**src/rtl/sample_frame_requester.sv**
```systemverilog
// rtl/sample_frame_requester.sv - request/receive of a labelled 16-bit sample frame over a byte UART
//
// Sends REQ_BYTE to a remote responder, waits for the transmitter to go busy and
// return idle, then receives a 3-byte frame {label, LSB, MSB}.
// Optional receive timeout: define SAMPLE_FRAME_TIMEOUT_EN.
//
// Ports:
//   clk, reset_b          clock, asynchronous active-low reset
//   start                 one-cycle request strobe (honoured only in IDLE)
//   tx_ready/tx_send/tx_data   UART transmitter handshake
//   rx_ready/rx_data      UART receiver byte strobe and data
//   busy                  high whenever not IDLE
//   sample/channel        last good frame, updated with sample_valid
//   sample_valid, frame_error, timeout   one-cycle result strobes
module sample_frame_requester #(
    parameter logic [7:0] LABEL_BASE     = 8'h30,
    parameter int         NUM_CH         = 4,
    parameter logic [7:0] REQ_BYTE       = 8'h41,
    parameter int         TIMEOUT_CYCLES = 1000000
) (
    input  logic        clk,
    input  logic        reset_b,
    input  logic        start,
    input  logic        tx_ready,
    output logic        tx_send,
    output logic [7:0]  tx_data,
    input  logic        rx_ready,
    input  logic [7:0]  rx_data,
    output logic        busy,
    output logic [15:0] sample,
    output logic [1:0]  channel,
    output logic        sample_valid,
    output logic        frame_error,
    output logic        timeout
);

    typedef enum logic [2:0] {
        ST_IDLE,
        ST_REQ_SEND,
        ST_REQ_WAIT_LO,
        ST_REQ_WAIT_HI,
        ST_RX_LABEL,
        ST_RX_LSB,
        ST_RX_MSB
    } state_t;

    // Label range compared on 9 bits so LABEL_BASE+NUM_CH cannot wrap.
    localparam logic [8:0] LBL_LO = 9'(LABEL_BASE);
    localparam logic [8:0] LBL_HI = 9'(int'(LABEL_BASE) + NUM_CH);

    state_t      state_q;
    logic [1:0]  chan_pend_q;
    logic [7:0]  lsb_q;
    logic [15:0] sample_q;
    logic [1:0]  channel_q;
    logic        sample_valid_q;
    logic        frame_error_q;
    logic        label_ok;
    logic [1:0]  label_idx;
    logic        in_rx;

    assign label_ok  = ({1'b0, rx_data} >= LBL_LO) && ({1'b0, rx_data} < LBL_HI);
    // Low two bits of (rx_data - LABEL_BASE) depend only on the low two bits of each.
    assign label_idx = rx_data[1:0] - LABEL_BASE[1:0];
    assign in_rx     = (state_q == ST_RX_LABEL) || (state_q == ST_RX_LSB) ||
                       (state_q == ST_RX_MSB);

`ifdef SAMPLE_FRAME_TIMEOUT_EN
    localparam int              CNT_W    = $clog2(TIMEOUT_CYCLES);
    localparam logic [CNT_W-1:0] CNT_LAST = CNT_W'(TIMEOUT_CYCLES - 1);

    logic [CNT_W-1:0] tmo_cnt_q;
    logic             timeout_q;
    logic             tmo_hit;

    // An accepted byte in the same cycle wins over the timeout.
    assign tmo_hit = in_rx && !rx_ready && (tmo_cnt_q == CNT_LAST);
    assign timeout = timeout_q;
`else
    assign timeout = 1'b0;
`endif

    always_ff @(posedge clk or negedge reset_b) begin
        if (!reset_b) begin
            state_q        <= ST_IDLE;
            chan_pend_q    <= 2'd0;
            lsb_q          <= 8'd0;
            sample_q       <= 16'd0;
            channel_q      <= 2'd0;
            sample_valid_q <= 1'b0;
            frame_error_q  <= 1'b0;
`ifdef SAMPLE_FRAME_TIMEOUT_EN
            tmo_cnt_q      <= '0;
            timeout_q      <= 1'b0;
`endif
        end else begin
            sample_valid_q <= 1'b0;
            frame_error_q  <= 1'b0;
`ifdef SAMPLE_FRAME_TIMEOUT_EN
            timeout_q      <= 1'b0;
            if (in_rx) begin
                if (rx_ready) begin
                    tmo_cnt_q <= '0;
                end else begin
                    tmo_cnt_q <= tmo_cnt_q + 1'b1;
                end
            end
`endif
            case (state_q)
                ST_IDLE: begin
                    if (start) begin
                        state_q <= ST_REQ_SEND;
                    end
                end
                ST_REQ_SEND: begin
                    if (tx_ready) begin
                        state_q <= ST_REQ_WAIT_LO;
                    end
                end
                // Wait for the transmitter to take the byte, then to finish it.
                ST_REQ_WAIT_LO: begin
                    if (!tx_ready) begin
                        state_q <= ST_REQ_WAIT_HI;
                    end
                end
                ST_REQ_WAIT_HI: begin
                    if (tx_ready) begin
                        state_q <= ST_RX_LABEL;
`ifdef SAMPLE_FRAME_TIMEOUT_EN
                        tmo_cnt_q <= '0;
`endif
                    end
                end
                ST_RX_LABEL: begin
                    if (rx_ready) begin
                        if (label_ok) begin
                            chan_pend_q <= label_idx;
                            state_q     <= ST_RX_LSB;
                        end else begin
                            frame_error_q <= 1'b1;
                            state_q       <= ST_IDLE;
                        end
                    end
                end
                ST_RX_LSB: begin
                    if (rx_ready) begin
                        lsb_q   <= rx_data;
                        state_q <= ST_RX_MSB;
                    end
                end
                ST_RX_MSB: begin
                    if (rx_ready) begin
                        sample_q       <= {rx_data, lsb_q};
                        channel_q      <= chan_pend_q;
                        sample_valid_q <= 1'b1;
                        state_q        <= ST_IDLE;
                    end
                end
                default: begin
                    state_q <= ST_IDLE;
                end
            endcase
`ifdef SAMPLE_FRAME_TIMEOUT_EN
            if (tmo_hit) begin
                timeout_q <= 1'b1;
                state_q   <= ST_IDLE;
            end
`endif
        end
    end

    assign tx_data      = REQ_BYTE;
    assign tx_send      = (state_q == ST_REQ_SEND) && tx_ready;
    assign busy         = (state_q != ST_IDLE);
    assign sample       = sample_q;
    assign channel      = channel_q;
    assign sample_valid = sample_valid_q;
    assign frame_error  = frame_error_q;

endmodule

```
**config.mk**
```make
export PLATFORM = sky130hd
export DESIGN_NAME = sample_frame_requester
export DESIGN_NICKNAME = d
export VERILOG_FILES = /design/src/rtl/sample_frame_requester.sv
export SDC_FILE = /design/constraint.sdc
export NUM_CORES = 1
export LEC_CHECK = 0
export CAP_MARGIN = 25
export CORE_MARGIN = 5
export CORE_UTILIZATION = 50
export CTS_BUF_LIST = sky130_fd_sc_hd__clkbuf_16
export DETAILED_ROUTE_END_ITERATION = 10
export PLACE_DENSITY = 0.82
export SYNTH_ARGS = -nofsm -noshare
export SYNTH_HDL_FRONTEND = slang
export SYNTH_SLANG_ARGS = --single-unit
```
**constraint.sdc**
```tcl
create_clock -name clk -period 2.42 [get_ports clk]
set_input_delay 0.242 -clock clk [delete_from_list [all_inputs] [get_ports clk]]
set_output_delay 0.242 -clock clk [all_outputs]
set_load 0.005 [all_outputs]
```
==> metrics.txt, run 1 <==
Setup CP Type flip-flop to output port; IO buf count 34; Pins Over Slew Limit 0; Crit path largest cell delay 530 ps; DRT antenna net count 0; first-pass GRT wire length 4485 um; setup TNS 0 ps; Pleak 0.9459 nW; layout cell share with drive strength beyond 1 30.28%; drt wl/cell 15.37 um; DR WL met3 163 um; Power Density 1109 nW/um^2; DRC errors left 0; RSZ-0062 raised after global routing no; # rows 20; Post-Syn Area per Cell 14.16 um^2; final net count 154; synth unique cells 29; crit path max fanout 15; register bit total from synthesis 33; TritonCTS clock tree built; CTS HTree Levels 2; Core ar. 2978 um^2; Worst Path Required 2180 ps; final setup fails 0; post-CTS sizing 0; metal2 WL 1352 um; All-Layer GR Usage 14.33%; Post-Syn Area 1515 um^2; die width 65.05 um; root buf cell clkbuf_16; vias in the first global route 950; IO Count 44; Top Layer Used met4; status completed; CP arrival 1760 ps; post-synthesis sequential area ratio 54.50%; max-cap violation count 0; Pre-Repair DR Iteration Count 4; Max Fclk 0.5000 GHz; total grt overflow 0; largest net degree at the start of global routing 34; WL met1 1116 um; Post-Syn Instances 107; 1st-iter DRT viols 21; worst-case clock buffer depth 2; postcts setup bufs 0; post-DP HPWL 1925 um; Initial Util 50.88%; CTS Sinks 33; vias 884; Ys Warns 0; Final Non-Filler Cells 175; placed instance area 1799 um^2; Setup crit end kind output port; Slowest-stage cell, CP dfrtp_1; critical path startpoint category flip-flop; Hold Buf Count CTS 0; via/cell ratio 5.051; worst path cell trace or3_2, clkdlybuf4s50_1; routed wire length 2689 um; Die Y 65.05 um; cell area after layout 1942 um^2; GPL Wtd Cong 0.6595; diodes inserted 0; final worst path period need 2000 ps; Die Area 4232 um^2; DP Cell Count 167; final worst path period share 82.65%; Fin. Hold Viols 0; Synth-to-Final Area Change 28.16%; hold crit path type primary input to asynchronous set/reset pin; clk_lat worst skew 270 ps; CTS buffer count 5; Worst VDD drop 0.0005181 V; initial antenna violation count 0; clk slew on worst S/H paths 50 ps; Worst Skew 1.394 ps
area by class of cell:
class                      count  area (um^2)
timing repair buffer          35        347.8
sequential                    33        825.8
tap                           33        41.29
fill                         229         1036
clock buffer                   5        125.1
multi-input combinational     65        580.6
inverter                       1        3.754
clock inverter                 3        17.52
registers in the layout (all words and copies together) (netlist names):
| signal | flops |
|---|---|
| frame_error | 1 |
| channel | 2 |
| chan_pend_q | 2 |
| sample_valid | 1 |
| lsb_q | 8 |
| state_q | 3 |
| sample | 16 |
worst max-delay path, delay by kind of cell, from the launching register on:
| family | cells | cell delay (ps) |
|---|---|---|
| buffers and inverters | 1 | 450 |
| flip-flops | 1 | 530 |
| AND/OR/NAND/NOR | 1 | 500 |
final timing paths:
kind,from,endpoint,slack (ps),depth (start not counted)
worst max-delay path,state_q[0]$_DFFE_PN0P_,busy,420,2
worst min-delay path,reset_b,sample[4]$_DFFE_PN0P_,360,2
worst max register to register,state_q[2]$_DFFE_PN0P_,sample[11]$_DFFE_PN0P_,880,3
worst min register to register,lsb_q[2]$_DFFE_PN0P_,lsb_q[2]$_DFFE_PN0P_,500,1
max in group asynchronous,reset_b,channel[1]$_DFFE_PN0P_,1770,2
min in group clk,lsb_q[2]$_DFFE_PN0P_,lsb_q[2]$_DFFE_PN0P_,500,1
per-stage QoR:
stage                     setup slack [ps]  util [%]  hold WS, ps  total power (W)
after floorplan                      945.6         -       -53.59         0.001287
after global placement               607.4     60.42        484.7         0.001534
after detailed placement             547.2     60.42        492.9         0.001572
after CTS                            417.7     65.21        377.1         0.002176
after global routing                 344.0     65.21        417.6         0.002281
final                                419.8     65.21        363.4         0.002154
routing by layer:
metal	global-route usage, %	vias to the layer above
met5	0	-
met4	7.772	0
met3	4.679	6
met2	22.86	30
met1	17.08	427
li1	-	421
layout by cell type, fill, tap and decap left out, drive strengths merged:
cell,instances
and4bb,1
clkdlybuf4s50,34
a311oi,1
and2,2
nand3,1
o22ai,2
buf,1
nor4b,1
and2b,1
clkbuf,5
a22oi,1
inv,1
a21oi,2
nand3b,3
a32o,1
mux2,29
or3,1
nand2,3
o21ai,3
clkinvlp,1
conb,9
dfrtp,33
nor2,4
clkinv,2
kinds of logic (layout without fill, tap and decap cells):
| group | count (synthesis) | in the layout | synth area share (%) |
|---|---|---|---|
| AOI/OAI and AO/OA | 10 | 10 | 4.211 |
| buffers and inverters | 16 | 44 | 8.918 |
| DFF | 33 | 33 | 54.50 |
| muxes | 29 | 29 | 23.78 |
| other | 2 | 9 | 0.4956 |
| and+or+nand+nor | 17 | 17 | 8.093 |
synth_stat cells (all sizes together):
library cell	count	share of area, %
nor2	4	0.99
nand3b	3	2.6
a21oi	2	0.66
a32o	1	0.66
o21ai	3	0.99
a22oi	1	0.50
and4bb	1	0.83
and2b	1	0.58
inv	1	0.25
mux2	29	24
o22ai	2	0.83
dfrtp	33	55
nor4b	1	0.58
nand3	1	0.33
buf	15	8.7
and2	2	0.99
conb	2	0.50
a311oi	1	0.58
nand2	3	0.74
or3	1	0.50
power by group:
group	internal, W	switching, W	leakage, nW
logic	0.000459	0.000200	0.441
clock network	0.000376	0.000222	0.0696
registers	0.000740	0.000157	0.436
No activity file was read; power rests on OpenSTA's default activity.
==> run 2, diff against run 1 <==
--- a/config.mk
+++ b/config.mk
@@ -7,10 +7,10 @@
 export LEC_CHECK = 0
 export CAP_MARGIN = 25
 export CORE_MARGIN = 5
-export CORE_UTILIZATION = 50
+export CORE_UTILIZATION = 42
 export CTS_BUF_LIST = sky130_fd_sc_hd__clkbuf_16
 export DETAILED_ROUTE_END_ITERATION = 10
-export PLACE_DENSITY = 0.82
+export PLACE_DENSITY = 0.73
 export SYNTH_ARGS = -nofsm -noshare
 export SYNTH_HDL_FRONTEND = slang
 export SYNTH_SLANG_ARGS = --single-unit
==> constraint.sdc (replaced) <==
create_clock -name clk -period 1.71 [get_ports clk]
set_input_delay 0.171 -clock clk [delete_from_list [all_inputs] [get_ports clk]]
set_output_delay 0.171 -clock clk [all_outputs]
set_load 0.005 [all_outputs]
==> metrics.txt, run 2 (synthesis gave the netlist of run 1 again) <==
status completed; Setup crit end kind output port; first-pass GRT wire length 4629 um (+3.2%); # rows 21 (+5.0%); final net count 160 (+3.9%); Die Area 4909 um^2 (+16%); fin worst setup slack 121.0 ps (-298.8 ps); Final Non-Filler Cells 194 (+11%); layout cell share with drive strength beyond 1 32.43% (+2.2 points); DRC errors left 0 (unchanged); drt wl/cell 14.26 um (-7.2%); Worst Path Required 1540 ps (-640 ps); Power Density 1517 nW/um^2 (+37%); clk slew on worst S/H paths 50 ps (about the same); via/cell ratio 4.814 (-4.7%); Core ar. 3416 um^2 (+15%); max-cap violation count 0 (unchanged); Crit path largest cell delay 450 ps (-80 ps); worst-case clock buffer depth 2 (unchanged); Pins Over Slew Limit 0 (unchanged); Max Fclk 0.6293 GHz; most frequent cells in the layout dfrtp_1 (32), clkdlybuf4s50_1 (32), mux2_2 (19); Worst VDD drop 0.0006415 V (+24%); DRT antenna net count 0 (unchanged); final worst path period need 1589 ps; CP arrival 1420 ps (-340 ps); post-DP HPWL 2120 um (+10%); CTS buffer count 5 (unchanged); clk_lat worst skew 270 ps (about the same); IO Count 44 (unchanged); Setup CP Type flip-flop to output port; All-Layer GR Usage 12.08% (-2.2 points); Slowest-stage cell, CP dfrtp_2; DP Cell Count 186 (+11%); vias 934 (+5.7%); Worst Skew 1.634 ps (+0.2401 ps); final setup fails 0 (unchanged); pre-CTS setup slack -2.897 ps (-550.1 ps); Synth-to-Final Area Change 32.62%; Total Power 0.003048 W (+42%); worst path cell trace or3_2, dlygate4sd2_1; Pleak 0.9816 nW (+3.8%); hold crit path type primary input to asynchronous set/reset pin; crit path max fanout 9 (-6); Die Y 70.07 um (+7.7%); r2r worst-path depth 5 (+2); initial antenna violation count 0 (unchanged); die width 70.07 um (+7.7%); total grt overflow 0 (unchanged); vias in the first global route 1017 (+7.1%); CTS Sinks 33 (unchanged); GPL Wtd Cong 0.7669 (+16%); WHS 307.9 ps (-55.49 ps); critical path startpoint category flip-flop; TritonCTS clock tree built; final worst path period share 92.92%; CTS HTree Levels 2 (unchanged); Initial Util 44.36% (-6.5 points); root buf cell clkbuf_16; Largest register FFs 16 (unchanged); routed wire length 2767 um (+2.9%); 1st-iter DRT viols 41 (+95%); diodes inserted 0 (unchanged); RSZ-0062 raised after global routing no; Pre-Repair DR Iteration Count 4 (unchanged); largest net degree at the start of global routing 34 (unchanged); IO buf count 34 (unchanged); Fin. Hold Viols 0 (unchanged)
[run 2: changes by cell type in the layout (fill, tap and decap cells not counted)]
cell	change
buf_4	+5
dlygate4sd2_1	+2
clkinv_2	-1
dfrtp_1	-1
clkinvlp_4	-1
clkdlybuf4s50_1	-2
clkinv_1	+2
buf_12	+1
dfrtp_2	+1
[run 2: metal layers]
layer | part of all wire (%) | track usage [%] | up-vias
met2 | 49 | 20.88 | 37
met1 | 41 | 12.82 | 449
met4 | 2.3 | 6.383 | 0
met3 | 7.2 | 4.304 | 7
li1 | - | - | 441
met5 | 0 | 0 | -
[run 2: worst max-delay path, delay by kind of cell (launching register included)]
family        cells  cell delay (ps)
flops             1              450
simple gates      1              410
buf+inv           1              280
[run 2: metrics by stage]
step	cell area, um^2	util [%]	TNS [ps]
3_5_place_dp	1873	54.84	-2.897
3_3_place_gp	1873	54.84	0
5_1_grt	2009	58.83	0
4_1_cts	2009	58.83	0
2_1_floorplan	1541	-	0
6_report	2009	58.83	0
[run 2: layout make-up]
type | instances | area (um^2)
timing repair buffer | 41 | 402.9
clock inverter | 3 | 12.51
sequential | 33 | 827.0
inverter | 1 | 3.754
clock buffer | 5 | 125.1
fill | 291 | 1406
multi-input combinational | 65 | 580.6
tap | 46 | 57.56
[run 2: path summary, 6_finish.rpt]
path / endpoint / slack (ps) / start
worst max-delay path: busy / 120 / state_q[2]$_DFFE_PN0P_
worst min-delay path: sample[2]$_DFFE_PN0P_ / 310 / reset_b
worst max register to register: state_q[0]$_DFFE_PN0P_ / 240 / state_q[0]$_DFFE_PN0P_
worst min register to register: sample[0]$_DFFE_PN0P_ / 500 / lsb_q[0]$_DFFE_PN0P_
max in group asynchronous: state_q[2]$_DFFE_PN0P_ / 1080 / reset_b
min in group clk: sample[0]$_DFFE_PN0P_ / 500 / lsb_q[0]$_DFFE_PN0P_
[run 2: report_power, final]
group	total, W	switching (W)	internal [W]
logic	0.00104	0.000362	0.000674
registers	0.00120	0.000149	0.00105
clock network	0.000812	0.000288	0.000524
total	0.00305	0.000798	0.00225
[run 2: what timing repair did]
action                                  in CTS  in global routing
hold buffers                                 0                  0
gates resized for setup                      3                  0
setup buffers                                0                  0
endpoints found under the setup margin       2                  0
==> run 3, diff against run 2 <==
--- a/config.mk
+++ b/config.mk
@@ -6,11 +6,11 @@
 export NUM_CORES = 1
 export LEC_CHECK = 0
 export CAP_MARGIN = 25
-export CORE_MARGIN = 5
-export CORE_UTILIZATION = 42
+export CORE_MARGIN = 4
+export CORE_UTILIZATION = 35
 export CTS_BUF_LIST = sky130_fd_sc_hd__clkbuf_16
 export DETAILED_ROUTE_END_ITERATION = 10
-export PLACE_DENSITY = 0.73
+export PLACE_DENSITY = 0.62
 export SYNTH_ARGS = -nofsm -noshare
 export SYNTH_HDL_FRONTEND = slang
 export SYNTH_SLANG_ARGS = --single-unit
==> metrics.txt, run 3 (synthesis gave the netlist of run 1 again) <==
R2R Setup Slk 210 ps (-30 ps); Worst Path Required 1540 ps (about the same); Hold Buf Count CTS 0 (unchanged); hold crit path type primary input to asynchronous set/reset pin; cell area after layout 2032 um^2 (+1.1%); CTS HTree Levels 2 (unchanged); diodes inserted 0 (unchanged); # rows 23 (+9.5%); largest net degree at the start of global routing 34 (unchanged); final setup fails 0 (unchanged); register area 827.0 um^2 (unchanged); Fin. Hold Viols 0 (unchanged); layout cell share with drive strength beyond 1 31.97% (-0.46 points); Max Fclk 0.6418 GHz (+2.0%); Pre-Repair DR Iteration Count 3 (-1); vias in the first global route 914 (-10%); routed wire length 2713 um (-2.0%); CTS buffer count 5 (unchanged); IO buf count 34 (unchanged); via/cell ratio 4.706 (-2.3%); Setup CP Type flip-flop to output port; crit path max fanout 5 (-4); Initial Util 37.08% (-7.3 points); DRT antenna net count 0 (unchanged); vias 927 (-0.75%); setup TNS 0 ps (unchanged); RSZ-0062 raised after global routing no; Pins Over Slew Limit 0 (unchanged); clk_lat worst skew 270 ps (about the same); GPL Wtd Cong 0.7773 (+1.4%); first-pass GRT wire length 4519 um (-2.4%); CP arrival 1390 ps (-30 ps); Worst VDD drop 0.0009144 V (+43%); fill cell count 365 (+25%); All-Layer GR Usage 11.16% (-0.93 points); IO Count 44 (unchanged); Synth-to-Final Area Change 34.10%; Setup crit end kind output port; Pleak 0.9919 nW (+1.0%); DRC errors left 0 (unchanged); status completed; final worst path period share 91.11% (-1.8 points); Die Area 5446 um^2 (+11%); max-cap violation count 0 (unchanged); placed instance area 1863 um^2 (-0.53%); post-DP HPWL 1941 um (-8.5%); worst-case clock buffer depth 2 (unchanged); Die Y 73.80 um (+5.3%); final worst path period need 1558 ps (-30.94 ps); critical path startpoint category flip-flop; CTS Sinks 33 (unchanged); Largest register FFs 16 (unchanged); most frequent cells in the layout dfrtp_1 (32), clkdlybuf4s50_1 (32), mux2_2 (19); final net count 159 (-0.63%); drt wl/cell 13.77 um (-3.4%); total grt overflow 0 (unchanged); multi-input logic area 580.6 um^2 (unchanged); Core ar. 4086 um^2 (+20%); clk slew on worst S/H paths 50 ps (about the same); Worst Skew 2.883 ps (+1.249 ps); initial antenna violation count 0 (unchanged); TritonCTS clock tree built; 1st-iter DRT viols 14 (-66%); Power Density 1585 nW/um^2 (+4.5%); root buf cell clkbuf_16; die width 73.80 um (+5.3%)
-- run 3: changes by cell type in the layout (fill, tap and decap cells not counted), sizes merged --
cell	previous run	this run
clkinv	3	1
bufinv	0	1
buf	7	6
inv	1	2
-- run 3: power breakdown --
| group | internal, W | leakage (nW) | switching, W |
|---|---|---|---|
| Combinational | 0.000685 | 0.475 | 0.000380 |
| Sequential | 0.00105 | 0.434 | 0.000131 |
| Clock | 0.000675 | 0.0826 | 0.000299 |
-- run 3: worst max-delay path, stage by stage, from the launching register on --
cell and delay [ps]:
dfrtp_2 420, or3_2 410, dlygate4sd2_1 280
-- run 3: layout make-up --
cell class / count / share of cell area [%]
clock buffers: 5 / 6.158
clock inverters: 3 / 1.847
inverters: 1 / 0.1847
multi-input cells: 65 / 28.57
flip-flops and latches: 33 / 40.70
well taps: 50 / 3.079
repair buffers: 40 / 19.46
-- run 3: path summary, 6_finish.rpt --
path,cells past startpoint,endpoint,start
hold reg to reg,1,lsb_q[6]$_DFFE_PN0P_,lsb_q[6]$_DFFE_PN0P_
setup reg to reg,5,state_q[0]$_DFFE_PN0P_,state_q[2]$_DFFE_PN0P_
hold / removal,2,sample[12]$_DFFE_PN0P_,reset_b
setup / recovery,2,busy,state_q[2]$_DFFE_PN0P_
min in group clk,1,lsb_q[6]$_DFFE_PN0P_,lsb_q[6]$_DFFE_PN0P_
max in group asynchronous,2,state_q[2]$_DFFE_PN0P_,reset_b
-- run 3: timing repair --
item,CTS,global route
gates resized for setup,3,0
buffers inserted,1,0
endpoints found under the setup margin,2,0
-- run 3: metal layers --
| metal | share of wire, % | wire [um] | vias up | GRT usage [%] |
|---|---|---|---|---|
| li1 | - | - | 435 | - |
| met3 | 6.8 | 185 | 6 | 4.241 |
| met4 | 2.3 | 63 | 0 | 5.433 |
| met1 | 43 | 1180 | 457 | 14.19 |
| met2 | 47 | 1283 | 29 | 16.54 |
| met5 | 0 | 0 | - | 0 |
-- run 3: metrics by stage --
stage                     util, %  cells  hold slack (ps)  total power (W)  setup WS (ps)
after floorplan                 -    114           -124.6         0.001821          235.6
after global placement      45.59    188            483.5         0.002236          56.33
after detailed placement    45.59    188            491.3         0.002259          5.670
after CTS                   49.72    197            311.4         0.003249          147.1
after global routing        49.72    197            339.5         0.003399          116.1
final                       49.72    197            293.2         0.003221          152.0
